==> src/rtl/imem_loader.sv <==
// imem_loader -- serial boot loader for an instruction memory.
//
// Receives a byte stream framed as: 0x55, count N, 4*N data bytes (each word
// big-endian), and an optional trailing checksum byte. Each assembled word is
// written to the instruction memory with a one-cycle write strobe, and the CPU
// is held in reset while a frame is in progress.
//
// Optional feature macro: LOADER_CHECKSUM_EN
//   defined   : an 8-bit modulo-256 sum of the data bytes is kept and the byte
//               after the last word must match it (CHECK state present).
//   undefined : no checksum; the frame completes with the last word write.
//
// Parameters
//   ROM_SIZE_BIT   : word-index bits (capacity 2^ROM_SIZE_BIT words)
//   TIMEOUT_CYCLES : idle cycles allowed between bytes of a frame
//
// Ports
//   clk        in   clock, rising edge
//   reset      in   synchronous, active-high
//   rx_valid   in   one-cycle strobe marking a received byte
//   rx_data    in   [7:0] received byte
//   mem_we     out  instruction-memory write strobe (one cycle per word)
//   mem_addr   out  [31:0] byte address, word index in [ROM_SIZE_BIT+1:2]
//   mem_wdata  out  [31:0] instruction word
//   cpu_hold   out  1 while a frame is in progress
//   done       out  sticky: last frame completed
//   error      out  sticky: last frame aborted (timeout or bad checksum)
//
// Handshake: rx_valid has no back-pressure; a byte is consumed in every cycle
// rx_valid is 1, including cycles in which mem_we is asserted. The FSM state
// is held in the internal signal 'state' for hierarchical probing.

module imem_loader #(
  parameter int ROM_SIZE_BIT   = 8,
  parameter int TIMEOUT_CYCLES = 1000000
) (
  input  logic        clk,
  input  logic        reset,
  input  logic        rx_valid,
  input  logic [7:0]  rx_data,
  output logic        mem_we,
  output logic [31:0] mem_addr,
  output logic [31:0] mem_wdata,
  output logic        cpu_hold,
  output logic        done,
  output logic        error
);

`ifdef LOADER_CHECKSUM_EN
  typedef enum logic [2:0] {IDLE, COUNT, DATA, CHECK, DONE, ERR} state_t;
`else
  typedef enum logic [2:0] {IDLE, COUNT, DATA, DONE, ERR} state_t;
`endif

  state_t                  state;
  state_t                  state_next;
  logic [ROM_SIZE_BIT-1:0] idx;
  logic [ROM_SIZE_BIT-1:0] last_idx;
  logic [1:0]              lane;
  logic [23:0]             asm_q;
  logic [31:0]             timer;
  logic                    busy;
  logic                    busy_next;
  logic                    count_take;
  logic                    data_take;
  logic                    timeout_hit;
`ifdef LOADER_CHECKSUM_EN
  logic [7:0]              sum;
`endif

  always_ff @(posedge clk) begin
    if (reset) state <= IDLE;
    else       state <= state_next;
  end

  always_comb begin
    state_next  = state;
    busy        = 1'b0;
    busy_next   = 1'b0;
    count_take  = 1'b0;
    data_take   = 1'b0;
    timeout_hit = 1'b0;

    busy = (state == COUNT) || (state == DATA)
`ifdef LOADER_CHECKSUM_EN
           || (state == CHECK)
`endif
           ;
    count_take = (state == COUNT) && rx_valid;
    data_take  = (state == DATA) && rx_valid;
    // The timer holds the number of idle cycles already seen; the edge that
    // would make it reach TIMEOUT_CYCLES aborts the frame instead.
    timeout_hit = busy && !rx_valid && (timer == 32'(TIMEOUT_CYCLES - 1));

    case (state)
      IDLE, DONE, ERR: if (rx_valid && rx_data == 8'h55) state_next = COUNT;
      COUNT:           if (rx_valid) state_next = DATA;
      DATA: begin
        if (data_take && lane == 2'd3 && idx == last_idx) begin
`ifdef LOADER_CHECKSUM_EN
          state_next = CHECK;
`else
          state_next = DONE;
`endif
        end
      end
`ifdef LOADER_CHECKSUM_EN
      CHECK: if (rx_valid) state_next = (rx_data == sum) ? DONE : ERR;
`endif
      default:         state_next = IDLE;
    endcase

    if (timeout_hit) state_next = ERR;

    busy_next = (state_next == COUNT) || (state_next == DATA)
`ifdef LOADER_CHECKSUM_EN
                || (state_next == CHECK)
`endif
                ;
  end

  always_ff @(posedge clk) begin
    if (reset) begin
      mem_we    <= 1'b0;
      mem_addr  <= '0;
      mem_wdata <= '0;
      cpu_hold  <= 1'b0;
      done      <= 1'b0;
      error     <= 1'b0;
      idx       <= '0;
      last_idx  <= '0;
      lane      <= '0;
      asm_q     <= '0;
      timer     <= '0;
`ifdef LOADER_CHECKSUM_EN
      sum       <= '0;
`endif
    end else begin
      mem_we   <= 1'b0;
      cpu_hold <= busy_next;
      // done/error are sticky because DONE/ERR persist until the next sync.
      done     <= (state_next == DONE);
      error    <= (state_next == ERR);
      timer    <= (!busy || rx_valid) ? '0 : timer + 32'd1;

      if (count_take) begin
        // Subtracting 1 in the index width makes N=0 select the full capacity.
        last_idx <= ROM_SIZE_BIT'(rx_data) - ROM_SIZE_BIT'(1);
        idx      <= '0;
        lane     <= '0;
`ifdef LOADER_CHECKSUM_EN
        sum      <= '0;
`endif
      end

      if (data_take) begin
        asm_q <= {asm_q[15:0], rx_data};
        lane  <= lane + 2'd1;
`ifdef LOADER_CHECKSUM_EN
        sum   <= sum + rx_data;
`endif
        if (lane == 2'd3) begin
          mem_we    <= 1'b1;
          mem_addr  <= 32'({idx, 2'b00});
          mem_wdata <= {asm_q, rx_data};
          // The last word leaves the FSM, so the index never wraps.
          if (idx != last_idx) idx <= idx + ROM_SIZE_BIT'(1);
        end
      end
    end
  end

endmodule

==> config.mk <==
export PLATFORM = sky130hd
export DESIGN_NAME = imem_loader
export DESIGN_NICKNAME = d
export VERILOG_FILES = /design/src/rtl/imem_loader.sv
export SDC_FILE = /design/constraint.sdc
export NUM_CORES = 1
export LEC_CHECK = 0
export ABC_AREA = 1
export ABC_CLOCK_PERIOD_IN_PS = 1600
export CAP_MARGIN = 20
export CELL_PAD_IN_SITES_DETAIL_PLACEMENT = 1
export CELL_PAD_IN_SITES_GLOBAL_PLACEMENT = 1
export CORE_ASPECT_RATIO = 0.8
export CORE_MARGIN = 3
export CORE_UTILIZATION = 37
export CTS_BUF_LIST = sky130_fd_sc_hd__clkbuf_8
export CTS_CLUSTER_SIZE = 8
export DETAILED_ROUTE_END_ITERATION = 10
export GPL_TIMING_DRIVEN = 0
export PLACE_DENSITY = 0.77
export SYNTH_ARGS = -nofsm -noshare
export SYNTH_HDL_FRONTEND = slang
export SYNTH_SLANG_ARGS = --single-unit
==> constraint.sdc <==
create_clock -name clk -period 1.6 [get_ports clk]
set_clock_uncertainty 0.05 [all_clocks]
set_input_delay 0.16 -clock clk [delete_from_list [all_inputs] [get_ports clk]]
set_output_delay 0.16 -clock clk [all_outputs]
set_load 0.01 [all_outputs]
==> flow_summary.json <==
{
  "worst_ep_required_time_ns": 1.87,
  "regToRegEndpoint": "cpu_hold",
  "grt_max_degree": 17,
  "unrepaired_setup_endpoints_after_global_routing": "yes",
  "vdd.ir_drop.worst_uv": 525.4,
  "fin_tns_setup_ns": -0.06740,
  "fmax_mhz": 610.9,
  "remaining_drc_errors": 0,
  "initialDrtViolationCount": 293,
  "die-width_um": 141.5,
  "grt_overflow_total": 0,
  "synth_cell_types": 42,
  "comb_power_share_pct": 3.7,
  "powerDensity_nw_per_um2": 802.5,
  "synth_top_cells_by_area": "sky130_fd_sc_hd__dfxtp_1, sky130_fd_sc_hd__nand2_1, sky130_fd_sc_hd__nor2_1, sky130_fd_sc_hd__o21ai_0, sky130_fd_sc_hd__nand3_1",
  "ios": 79,
  "ys.flop_type": "sky130_fd_sc_hd__dfxtp_1",
  "design.die.area_um2": 16190,
  "yosysWarningCount": 0,
  "drt_wirelength_um": 17630,
  "filler_cell_count": 1762,
  "synth-seq-cells": 121,
  "nets": 872,
  "grt_first_pass_wirelength_um": 27080,
  "number_of_global_route_vias_before_repair": 5359,
  "cp-start-kind": "register",
  "grt_util_all_layers_pct": 21.07,
  "net-switching-power_mw": 1.482,
  "regToRegSetupSlack_ns": -0.04,
  "layout-area-overhead-vs-synth_pct": 32.73,
  "yosysTopAreaCellShare_pct": 44.56,
  "run_status": "complete, but fails checks",
  "placement.setup.worst_slack_ns": -0.4267,
  "gp_congestion": 0.8421,
  "maxSlewViolCount": 0,
  "worstHoldPathType": "in2reg",
  "layout-drive-gt1-share_pct": 22.32,
  "layout_commonest_cell": "sky130_fd_sc_hd__nand2_1",
  "sequentialPowerShare_pct": 52.0,
  "power.switching_fraction_pct": 25.59,
  "leakagePower_nw": 3.288,
  "port_buffers": 53,
  "syn-cell-area_um2": 5436,
  "min_delay_path_depth": 2,
  "hold_path.startpoint": "reset",
  "setup_violations": 5,
  "finalWorstPathRequiredPeriod_ns": 1.637,
  "tritoncts_clock_tree": "done",
  "cts_made_buffers": 17,
  "synth_sequential_area_ratio_pct": 44.56,
  "violations": "setup timing",
  "clock_path_buffers": 2,
  "route.vias.total": 5277,
  "hold_end": "mem_addr[9]",
  "report.final.hold_viol_count": 0,
  "final.setup.worst_slack_ns": -0.03682,
  "post-synth-top-area-cell": "sky130_fd_sc_hd__dfxtp_1",
  "ctsHoldBuffers": 0,
  "timing.reg2reg.worst_path_depth": 10,
  "clock_pin_slew_of_the_registers_on_the_worst_case_setup_and_hold_paths_ns": 0.08,
  "final_cell_mix": "sky130_fd_sc_hd__nand2_1, sky130_fd_sc_hd__dfxtp_1, sky130_fd_sc_hd__nor2_1, sky130_fd_sc_hd__inv_1, sky130_fd_sc_hd__nand3_1",
  "dp_hpwl_um": 12430,
  "max_slew.worst_pin.slew_ns": 0.5478,
  "detail_route.wl_per_cell_um": 16.79,
  "crit_path_end_kind": "register",
  "async_reset_ff_share_pct": 0,
  "internal_mw": 4.309,
  "vias_per_cell": 5.026,
  "critical_path.max_fanout": 5,
  "postSynthCellCount": 737,
  "antenna_nets_post_route": 0,
  "row_count": 38,
  "cts.sinks": 121,
  "number_of_enable_flip_flop_cells_after_synthesis": 0,
  "initial_utilization_pct": 38.89,
  "cts_root_buffer": "sky130_fd_sc_hd__clkbuf_8",
  "power.clock.fraction_pct": 44.3,
  "postPlaceCellArea_um2": 6279,
  "critPathKind": "reg2reg",
  "fin_crit_sh_pct": 102.3,
  "max_cap_violations": 0,
  "critical_path_arrival_ns": 1.91,
  "core_area_um2": 13980,
  "clock_latency_ns": 0.45,
  "fin_area_um2": 7216,
  "syn-mean-instance-area_um2": 7.376,
  "cts_htree_levels": 4,
  "antenna_violations_before_repair": 1,
  "die_height_um": 114.4,
  "crit-reg2reg-launch": "timer[0]",
  "max-slew-margin-rel_pct": 63.48,
  "firstDrtPassIters": 4
}
-- metrics by stage --
step,power (mW),util (%),hold slack [ns],instances
2_1_floorplan,3.213,-,0.2000,760
3_3_place_gp,3.278,44.92,0.3753,993
3_5_place_dp,3.280,44.92,0.3884,993
4_1_cts,5.808,48.29,0.03507,1029
5_1_grt,6.005,51.62,0.08145,1050
6_report,5.791,51.62,0.05571,1050
-- logic make-up after synthesis --
kind of cell / after synthesis / share of synthesized area [%]
adders and majority gates: 5 / 1.151
DFF: 121 / 44.56
buffers and inverters: 115 / 10.22
AOI/OAI and AO/OA: 121 / 11.53
xor gates and xnor gates: 12 / 1.933
other: 1 / 0.06898
and+or+nand+nor: 362 / 30.54
-- cell usage after synthesis (5+ instances only) --
master / instances
sky130_fd_sc_hd__nand2_1: 126
sky130_fd_sc_hd__dfxtp_1: 121
sky130_fd_sc_hd__nor2_1: 115
sky130_fd_sc_hd__o21ai_0: 66
sky130_fd_sc_hd__inv_1: 59
sky130_fd_sc_hd__nand3_1: 53
sky130_fd_sc_hd__a21oi_1: 45
sky130_fd_sc_hd__buf_4: 26
sky130_fd_sc_hd__buf_2: 15
sky130_fd_sc_hd__nand4_1: 14
sky130_fd_sc_hd__nor3_1: 14
sky130_fd_sc_hd__nand2_2: 8
sky130_fd_sc_hd__clkbuf_1: 6
sky130_fd_sc_hd__nor2_2: 6
sky130_fd_sc_hd__xnor2_1: 6
sky130_fd_sc_hd__xor2_1: 6
sky130_fd_sc_hd__ha_1: 5
sky130_fd_sc_hd__inv_2: 5
sky130_fd_sc_hd__nor2_4: 5
-- per-layer routing --
metal / track usage [%] / up-vias / part of all wire (%)
li1: - / 2598 / -
met1: 28.80 / 2556 / 47
met2: 33.54 / 103 / 48
met3: 4.802 / 20 / 4.2
met4: 5.946 / 0 / 1.2
met5: 0 / - / 0
-- registers in the layout, indices dropped and copies added (netlist names) --
signal and cells:
mem_we 1, timer 32, mem_addr 8, last_idx 8
asm_q 24, mem_wdata 32, error 1, done 1
idx 8, state 3, cpu_hold 1, lane 2
-- worst max path at each step --
stage                           from         to  slack (ns)
final                       timer[0]   cpu_hold       -0.04
after global placement    rx_data[1]   cpu_hold       -0.37
after detailed placement  rx_data[1]   cpu_hold       -0.43
after global routing        timer[0]   cpu_hold       -0.18
after floorplan             timer[0]  timer[26]        0.11
after CTS                   timer[0]  timer[28]       -0.06
-- worst max-delay path, cell delays in order, from the launching register on --
cell and delay, ns:
sky130_fd_sc_hd__dfxtp_2 0.36, sky130_fd_sc_hd__ha_4 0.15, sky130_fd_sc_hd__nand2_4 0.05, sky130_fd_sc_hd__nor2_4 0.16, sky130_fd_sc_hd__nand4_1 0.15, sky130_fd_sc_hd__nor2_2 0.19
sky130_fd_sc_hd__nand3_4 0.14, sky130_fd_sc_hd__nand2_2 0.11, sky130_fd_sc_hd__nand2_1 0.05, sky130_fd_sc_hd__nand2_1 0.06, sky130_fd_sc_hd__nor2_2 0.03
-- power by group through the flow --
stage	sequential, mW	combinational (mW)	clock (mW)
final	3.01	0.214	2.57
after global routing	3.01	0.233	2.76
after CTS	3.01	0.202	2.60
after detailed placement	3.08	0.200	0
after global placement	3.08	0.198	0
after floorplan	3.08	0.133	0
-- cell type report --
class	count	area (um^2)	share of cell area, %
plain buffers	50	344.1	4.769
clock buffers	17	234.0	3.243
well taps	180	225.2	3.121
clock inverters	15	128.9	1.786
inverters	65	262.8	3.641
diodes	1	2.502	0.03468
repair buffers	77	797.0	11.05
multi-input cells	524	2780	38.53
flip-flops and latches	121	2441	33.83
-- repair_timing --
action / in CTS / in global routing
setup buffers: 4 / 19
pin swaps: 7 / 20
cloned: 0 / 1
setup endpoints to repair: 35 / 108
gates resized for setup: 31 / 109
Power figures use the tool's default switching activity.
